$ cat src/rtl/spi_reg_ctrl_if.sv
// Byte-level link between the SPI slave engine and the register command sequencer.
// The master side is the SPI byte engine; the slave side is the sequencer.
interface spi_reg_ctrl_if;
    logic       ss;
    logic       rx_done;
    logic [7:0] rx_byte;
    logic [7:0] tx_byte;

    modport master (output ss, output rx_done, output rx_byte, input tx_byte);
    modport slave  (input ss, input rx_done, input rx_byte, output tx_byte);
endinterface

$ cat src/rtl/spi_reg_ctrl.sv
// Command sequencer: decodes the first byte of each SPI frame, then performs
// burst register reads/writes and stages the next response byte on tx_byte.
module spi_reg_ctrl #(
    parameter int         NREGS  = 16,
    parameter logic [7:0] STATUS = 8'hA5,
    parameter logic [7:0] DEV_ID = 8'h3C
) (
    input  logic              clk,
    input  logic              rst,
    spi_reg_ctrl_if.slave     spi,
    output logic [7:0]        reg0_q,
    output logic [7:0]        reg1_q,
    output logic              wr_pulse,
    output logic              busy,
    output logic              err
);
    localparam int            AW      = $clog2(NREGS);
    localparam logic [AW-1:0] LAST    = AW'(NREGS - 1);
    localparam logic [AW-1:0] CLR_REG = AW'(NREGS - 2);

    localparam logic [1:0] ST_CMD   = 2'd0;
    localparam logic [1:0] ST_WDATA = 2'd1;
    localparam logic [1:0] ST_RDATA = 2'd2;
    localparam logic [1:0] ST_ERR   = 2'd3;

    logic [1:0]    state_q, state_d;
    logic [AW-1:0] addr_q, addr_d;
    logic [7:0]    tx_q, tx_d;
    logic          err_q, err_d;
    logic          wr_pulse_q;
    logic          rx_done_q;
    logic          rx_edge;
    logic          wr_en;
    logic [7:0]    rf [NREGS];

    assign rx_edge = spi.rx_done & ~rx_done_q;
    // Frame end wins over a byte completing in the same cycle, so gate writes on ss.
    assign wr_en   = ~spi.ss & rx_edge & (state_q == ST_WDATA) & (addr_q != LAST);

    for (genvar gi = 0; gi < NREGS; gi++) begin : g_reg
        if (gi == NREGS - 1) begin : g_id
            assign rf[gi] = DEV_ID;
        end else begin : g_rw
            logic [7:0] r_q;
            always_ff @(posedge clk) begin
                if (rst) begin
                    r_q <= '0;
                end else if (wr_en && addr_q == AW'(gi)) begin
                    r_q <= spi.rx_byte;
                end
            end
            assign rf[gi] = r_q;
        end
    end

    always_comb begin
        state_d = state_q;
        addr_d  = addr_q;
        tx_d    = tx_q;
        err_d   = err_q;
        if (spi.ss) begin
            state_d = ST_CMD;
            tx_d    = STATUS;
        end else if (rx_edge) begin
            case (state_q)
                ST_CMD: begin
                    if (spi.rx_byte[6:4] != 3'b000) begin
                        err_d   = 1'b1;
                        state_d = ST_ERR;
                        tx_d    = 8'hEE;
                    end else begin
                        addr_d = spi.rx_byte[AW-1:0];
                        if (spi.rx_byte[7]) begin
                            state_d = ST_WDATA;
                            tx_d    = 8'h00;
                        end else begin
                            state_d = ST_RDATA;
                            tx_d    = rf[spi.rx_byte[AW-1:0]];
                        end
                    end
                end
                ST_WDATA: begin
                    addr_d = addr_q + 1'b1;
                    if (wr_en && addr_q == CLR_REG && spi.rx_byte == 8'h00) begin
                        err_d = 1'b0;
                    end
                end
                ST_RDATA: begin
                    addr_d = addr_q + 1'b1;
                    tx_d   = rf[addr_q + 1'b1];
                end
                default: tx_d = 8'hEE;
            endcase
        end
    end

    always_ff @(posedge clk) begin
        if (rst) begin
            state_q    <= ST_CMD;
            addr_q     <= '0;
            tx_q       <= STATUS;
            err_q      <= 1'b0;
            wr_pulse_q <= 1'b0;
            rx_done_q  <= 1'b0;
        end else begin
            state_q    <= state_d;
            addr_q     <= addr_d;
            tx_q       <= tx_d;
            err_q      <= err_d;
            wr_pulse_q <= wr_en;
            rx_done_q  <= spi.rx_done;
        end
    end

    assign spi.tx_byte = tx_q;
    assign reg0_q      = rf[0];
    assign reg1_q      = rf[1];
    assign wr_pulse    = wr_pulse_q;
    assign busy        = (state_q != ST_CMD);
    assign err         = err_q;
endmodule

$ cat src/flat_wrapper.sv
// flat-port wrapper written by rule: the top's interface ports become plain ports
module spi_reg_ctrl_flat 
#(
    parameter int         NREGS  = 16,
    parameter logic [7:0] STATUS = 8'hA5,
    parameter logic [7:0] DEV_ID = 8'h3C
)
  (clk, rst, reg0_q, reg1_q, wr_pulse, busy, err, spi_ss, spi_rx_done, spi_rx_byte, spi_tx_byte);
  spi_reg_ctrl_if spi_i ();
  input  logic clk;
  input  logic rst;
  output logic [7:0] reg0_q;
  output logic [7:0] reg1_q;
  output logic wr_pulse;
  output logic busy;
  output logic err;
  input wire logic [$bits(spi_i.ss)-1:0] spi_ss;
  input wire logic [$bits(spi_i.rx_done)-1:0] spi_rx_done;
  input wire logic [$bits(spi_i.rx_byte)-1:0] spi_rx_byte;
  output wire logic [$bits(spi_i.tx_byte)-1:0] spi_tx_byte;
  assign spi_i.ss = spi_ss;
  assign spi_i.rx_done = spi_rx_done;
  assign spi_i.rx_byte = spi_rx_byte;
  assign spi_tx_byte = spi_i.tx_byte;
  spi_reg_ctrl #(.NREGS(NREGS), .STATUS(STATUS), .DEV_ID(DEV_ID)) u_core (.clk(clk), .rst(rst), .spi(spi_i), .reg0_q(reg0_q), .reg1_q(reg1_q), .wr_pulse(wr_pulse), .busy(busy), .err(err));
endmodule
$ cat config.mk
export PLATFORM = sky130hd
export DESIGN_NAME = spi_reg_ctrl_flat
export DESIGN_NICKNAME = d
export VERILOG_FILES = /design/src/rtl/spi_reg_ctrl_if.sv /design/src/rtl/spi_reg_ctrl.sv /design/src/flat_wrapper.sv
export SDC_FILE = /design/constraint.sdc
export NUM_CORES = 1
export LEC_CHECK = 0
export BUFFER_PORTS_ARGS = -buffer_cell sky130_fd_sc_hd__buf_2
export CAP_MARGIN = 20
export CORE_MARGIN = 5
export CORE_UTILIZATION = 60
export CTS_CLUSTER_DIAMETER = 30
export DETAILED_ROUTE_END_ITERATION = 10
export PLACE_DENSITY = 0.78
export SYNTH_ARGS = -nofsm -noshare
export SYNTH_HDL_FRONTEND = slang
export SYNTH_SLANG_ARGS = --single-unit
$ cat constraint.sdc
create_clock -name clk -period 5.25 [get_ports clk]
set_clock_uncertainty 0.2 [all_clocks]
set_input_delay 1.05 -clock clk [delete_from_list [all_inputs] [get_ports clk]]
set_output_delay 1.05 -clock clk [all_outputs]
set_load 0.03 [all_outputs]
* Yosys cells after proc, flatten, opt, wreduce, memory -nomap -nowiden *
Cells that the tools add are included.

storage, ports and cells
  register bits after elaboration = 137
  output and inout bits = 27
  input port bits = 12
  logic and storage cells = 98

cells by class
  add/sub/neg operators = 1
  reduce and logical (&&, ||, !) cells = 29
  bitwise logic cells = 9
  $lt $le $gt $ge = 2
  equality and inequality tests = 20
  multiplexer cells = 16

operators by type and width
  cell                                           number
  binary-select mux 8 bit (select 4 bit)         2
  two-way mux 8 bit                              6
  == test 4 bit, second input constant           7
  one-hot mux 8 bit (3 select lines)             1
  == test 4 x 3 -> 1 bit, second input constant  4
  logical AND 1 bit                              16
  >= comparator 5 bit, second input constant     2
  NOT 4 -> 5 bit                                 2
  == test 4 x 2 -> 1 bit, second input constant  2
  zero test 8 bit                                1
  one-hot mux 4 bit (2 select lines)             1
  nonzero test 2 bit                             3
  AND reduction 5 bit                            1
  adder 4 x 1 -> 4 bit, second input constant    1
  bitwise AND 1 bit                              4
  == test 4 x 1 -> 1 bit, second input constant  1
  zero test 4 bit                                1
  two-way mux 2 bit                              2
  two-way mux 4 bit                              1
  != test 2 bit, second input constant           2
  != test 4 bit, second input constant           1
  AND reduction 2 bit                            2
  AND reduction 4 bit                            1
  OR reduction 2 bit                             2
  other kinds (8)                                11

* Logic depth before layout (Yosys ltp) *
  depth in word-level cells = 9
  gate-level depth with buffers = 10
  depth with buffers taken out = 7

* Worst setup path before layout *
No wires, ideal clock.

  kind = input to register
  start point = input spi_rx_byte[0]
  end point = register u_core.tx_q[2], in the netlist u_core.spi.tx_byte[2]
  arrival = 2.505 ns
  stages on the path = 7
  path buffers = 3
  slack = 2.428 ns
  required time = 4.933 ns
  setup time = 0.117 ns
  cell sequence = buf_4 -> buf_4 -> buf_6 -> mux4_2 -> a2111oi_0 -> a311oi_1 -> o22a_1

between the ends
  longest elaborated chain between the ends = 7

RTL lines
  what                                                   RTL line             text
  start: declaration                                     flat_wrapper.sv:19   input wire logic [$bits(spi_i.rx_byte)-1:0] spi_rx_byte;
  NOT 4 -> 5 bit (not written as such)                   spi_reg_ctrl.sv:78   tx_d = rf[spi.rx_byte[AW-1:0]];
  binary-select mux 8 bit (select 4 bit)                 spi_reg_ctrl.sv:78
  two-way mux 8 bit (not written as such) (2 in series)  spi_reg_ctrl.sv:78
  two-way mux 8 bit                                      spi_reg_ctrl.sv:73   if (spi.rx_byte[7]) begin
  two-way mux 8 bit                                      spi_reg_ctrl.sv:67   if (spi.rx_byte[6:4] != 3'b000) begin
  one-hot mux 8 bit (3 select lines)                     spi_reg_ctrl.sv:65   case (state_q)
  end signal: assignment                                 spi_reg_ctrl.sv:108  tx_q <= tx_d;
  end: declaration                                       spi_reg_ctrl.sv:28   logic [7:0] tx_q, tx_d;

Every way passes these cells. The select of a mux whose other input is x is not followed.
A chain may end at the register's enable or synchronous reset.

* Final worst setup path *
  start point = register u_core.addr_q[0]
  end point = register u_core.tx_q[0], in the netlist u_core.spi.tx_byte[0]

between the ends
  longest elaborated chain between the ends = 6

RTL lines
  what                                                   RTL line             text
  start: declaration                                     spi_reg_ctrl.sv:27   logic [AW-1:0] addr_q, addr_d;
  start signal: assignment                               spi_reg_ctrl.sv:107  addr_q <= addr_d;
  adder 4 x 1 -> 4 bit                                   spi_reg_ctrl.sv:90   tx_d = rf[addr_q + 1'b1];
  NOT 4 -> 5 bit (not written as such)                   spi_reg_ctrl.sv:90
  binary-select mux 8 bit (select 4 bit)                 spi_reg_ctrl.sv:90
  two-way mux 8 bit (not written as such) (2 in series)  spi_reg_ctrl.sv:90
  one-hot mux 8 bit (3 select lines)                     spi_reg_ctrl.sv:65

Every way passes these cells. The select of a mux whose other input is x is not followed.

==> impl_metrics.toml <==
[yosys]
netlist-cell-type-count = 60
syn_inst = 722
synth-edff-count = 0
yosys_warnings = 0
synth_fp_nets = 741
synthArstFlopShare_pct = 0
netlist.top_cell.by_area = "dfxtp_1"
share_of_yosys_cell_area_claimed_by_the_top_area_cell_type_pct = 36.82
synth_seq_area_share_pct = 36.82
syn_avg_cell_area_um2 = 10.32
synth_top_flop_cell = "dfxtp_1"
synth_area_um2 = 7450
yosys_register_bits = 137
post_synth_main_area_contributors = "dfxtp_1 (37%), mux2i_1 (17%), mux4_2 (15%)"

[timing]
setup-violations-final = 0
fin_crit_sh_pct = 73.26
max_transition_viols_final = 0
max_freq_ghz = 0.2600
setup_repair_after_global_routing_missed_its_margin = "no"
max_slew.worst_pin.slew_ps = 916.5
worst_slew_margin_rel_pct = 38.75
period_needed_ps = 3846
finalHoldViolCount = 0
total_neg_setup_slack_ps = 0

[hold_path]
holdCritStartpoint = "u_core.err"
whs_endpoint = "u_core.err"
hold_path_class = "reg -> reg"
min_delay_path_depth = 2

[setup_path]
worst-endpoint-required_ps = 5320
setup_slack_reg_to_reg_ps = 1400
max_stage_delay_ps = 920
critPathSlowestCell = "ha_2"
critPathMaxFanout = 34
crit_path_cell_trace = "buf_4 > clkinv_1 > ha_2 > buf_4 > mux4_2 > nor2_1 > o21ai_0 > o211ai_1 > a41oi_1"
crit-reg2reg-launch = "u_core.addr_q[0]"
endpoint_of_the_lowest_slack_register_to_register_path = "u_core.spi.tx_byte[0]"
crit_path_frequent_cell = "buf_4"
start_kind = "register"
cp_capture_type = "register"
critPathArrivalTime_ps = 3920
rr_worst_depth = 9
setup.worst_path.class = "reg -> reg"

[cts]
tritoncts_clock_tree = "yes"
cts.clk_slew.worst_paths_ps = 60
cts.hold.buffers_added = 0
post_cts_buffers = 0
clock_sink_count = 137
buffer_depth_of_the_longest_clock_path = 2
clock_tree.root_cell = "clkbuf_16"
htree_num_levels = 4
clk_latency_ps = 430
cts_made_buffers = 17
post_cts_resize_count = 0

[route]
drt_pass1_iterations = 6
wire_per_inst_um = 22.73
drt_iter0_drc = 634
postRouteWirelength_um = 20570
drtAntennaViolNets = 0
drc = 0
viasPerCell = 6.653
via_count = 6021

[layout]
final_cell_count_no_fill = 905
area_added_between_synthesis_and_finish_pct = 10.45
filler_cell_count = 935
antenna_diode_count = 0
drive_gt1_share_pct = 22.25
num-nets-final = 743

[place]
final_gp_congestion = 0.9217
place_inst = 873
number_of_input_and_output_port_buffers_inserted = 38
detailedPlacementHpwl_um = 13620

[grt]
wire_length_of_the_first_global_routing_pass_um = 33180
maximum_number_of_pins_on_one_net_before_global_route_repair = 84
antenna_violations_before_repair = 0
total_routing_resource_utilization_after_global_routing_pct = 29.22
grt_overflow = 0
grt_pass1_vias = 6033

[floorplan]
floorplan.initialDensity_pct = 61.51
fp.dieH_um = 121.4
floorplan.core_area_um2 = 12110
std_cell_rows = 40
die_width_um = 121.4
top_level_ports = 39
floorplan.die_area_um2 = 14740

[power]
power-per-cell-area_nw_per_um2 = 293.6
irDropWorstVdd_mv = 0.2369
power_leakage_nw = 3.167

[flow_run]
maxCapViolations = 0

[run_status]
status = "complete, no violations"
==> final cells by class <==
class	count	area, µm²	area share [%]
timing repair buffer	47	260.3	3.163
clock inverter	13	143.9	1.749
multi-input combinational	513	4388	53.33
sequential	137	2743	33.33
tap	168	210.2	2.555
inverter	8	30.03	0.3650
clock buffer	19	452.9	5.505
==> where the power goes <==
group / internal, mW / leakage [nW] / switching, mW
Sequential: 1.05 / 1.10 / 0.00525
Combinational: 0.0466 / 1.77 / 0.112
Clock: 0.728 / 0.294 / 0.479
Total: 1.82 / 3.17 / 0.596
==> routing by layer <==
metal	global-route usage (%)	routed length, µm	vias to the layer above
met5	0	0	-
met4	16.04	952	0
met3	7.832	1841	75
met2	44.35	9557	355
met1	37.86	8223	2958
li1	-	-	2633
==> cell usage in the layout, fill, tap and decap left out, types with 4 or more instances in the layout <==
cell type / Yosys / routed
nand3_1: 5 / 5
nor2_1: 125 / 125
buf_4: 7 / 10
nand3_2: 4 / 4
mux2i_1: 127 / 127
a21oi_1: 28 / 28
clkinv_4: 0 / 4
nor3_1: 6 / 6
mux2_2: 9 / 9
mux4_2: 49 / 49
nand3b_1: 5 / 5
o221ai_1: 8 / 8
ha_1: 7 / 6
o21ai_0: 28 / 28
buf_2: 13 / 37
nand2b_1: 6 / 6
nand2_1: 35 / 35
inv_1: 7 / 7
nor2_8: 7 / 7
clkbuf_16: 0 / 17
a311oi_1: 4 / 4
dfxtp_1: 137 / 137
==> cell usage after synthesis (3+ instances only) <==
library cell	instances
o21ai_0	28
clkbuf_1	34
mux4_2	49
mux2_2	9
buf_6	3
buf_4	7
o221ai_1	8
dfxtp_1	137
nor3_1	6
buf_2	13
mux2i_1	127
a211oi_1	3
buf_1	7
nor2_4	3
nor2_1	125
nor4_1	3
ha_1	7
a31oi_1	3
nand2_1	35
inv_1	7
a311oi_1	4
a211o_1	3
nor2_8	7
o22a_1	3
and3_1	3
nand3b_1	5
nand3_2	4
nand2b_1	6
nand3_1	5
a21oi_1	28
nor2b_1	3
==> critical path: cells and delay by family (launching register included) <==
family | cells | cell delay, ps
mux | 1 | 540
fa+ha+maj | 1 | 920
compound gates | 3 | 400
buf+inv | 3 | 1210
flops | 1 | 310
simple gates | 1 | 110
==> cells by family after synthesis <==
logic type                 after synthesis  synth area share (%)
AOI/OAI and AO/OA                       98                 8.499
xor gates and xnor gates                 4                0.6720
adders and majority gates                7                 1.176
buffers and inverters                   72                 4.501
DFF                                    137                 36.82
muxes                                  185                 33.24
and+or+nand+nor                        219                 15.10
==> worst max path at each step <==
stage,start,endpoint,slack (ps)
after floorplan,spi_rx_byte[0],u_core.spi.tx_byte[2],2430
after global placement,u_core.addr_q[0],u_core.spi.tx_byte[0],1600
after detailed placement,u_core.addr_q[0],u_core.spi.tx_byte[0],1460
after CTS,u_core.addr_q[0],u_core.spi.tx_byte[0],1450
after global routing,u_core.addr_q[0],u_core.spi.tx_byte[0],1190
final,u_core.addr_q[0],u_core.spi.tx_byte[0],1400
==> metrics by stage <==
stage          instance area (µm²)  worst slack (ps)  total power [mW]  utilization (%)  hold WS (ps)
5_1_grt                       8228              1192             2.487            67.93         335.5
3_5_place_dp                  7631              1464             1.228            63.01         289.0
4_1_cts                       8228              1448             2.421            67.93         306.0
6_report                      8228              1404             2.416            67.93         297.8
2_1_floorplan                 7450              2428             1.191                -         271.9
3_3_place_gp                  7631              1598             1.224            63.01         269.9
==> registers in the layout, indices dropped and copies added, names as in the netlist <==
signal,flops
u_core.g.g_rw.r_q,104
u_core.state_q,2
u_core.err,1
u_core.wr_pulse,1
u_core.addr_q,4
u_core.reg0_q,8
u_core.rx_done_q,1
u_core.spi.tx_byte,8
u_core.reg1_q,8
No activity file was read; power rests on OpenSTA's default activity.
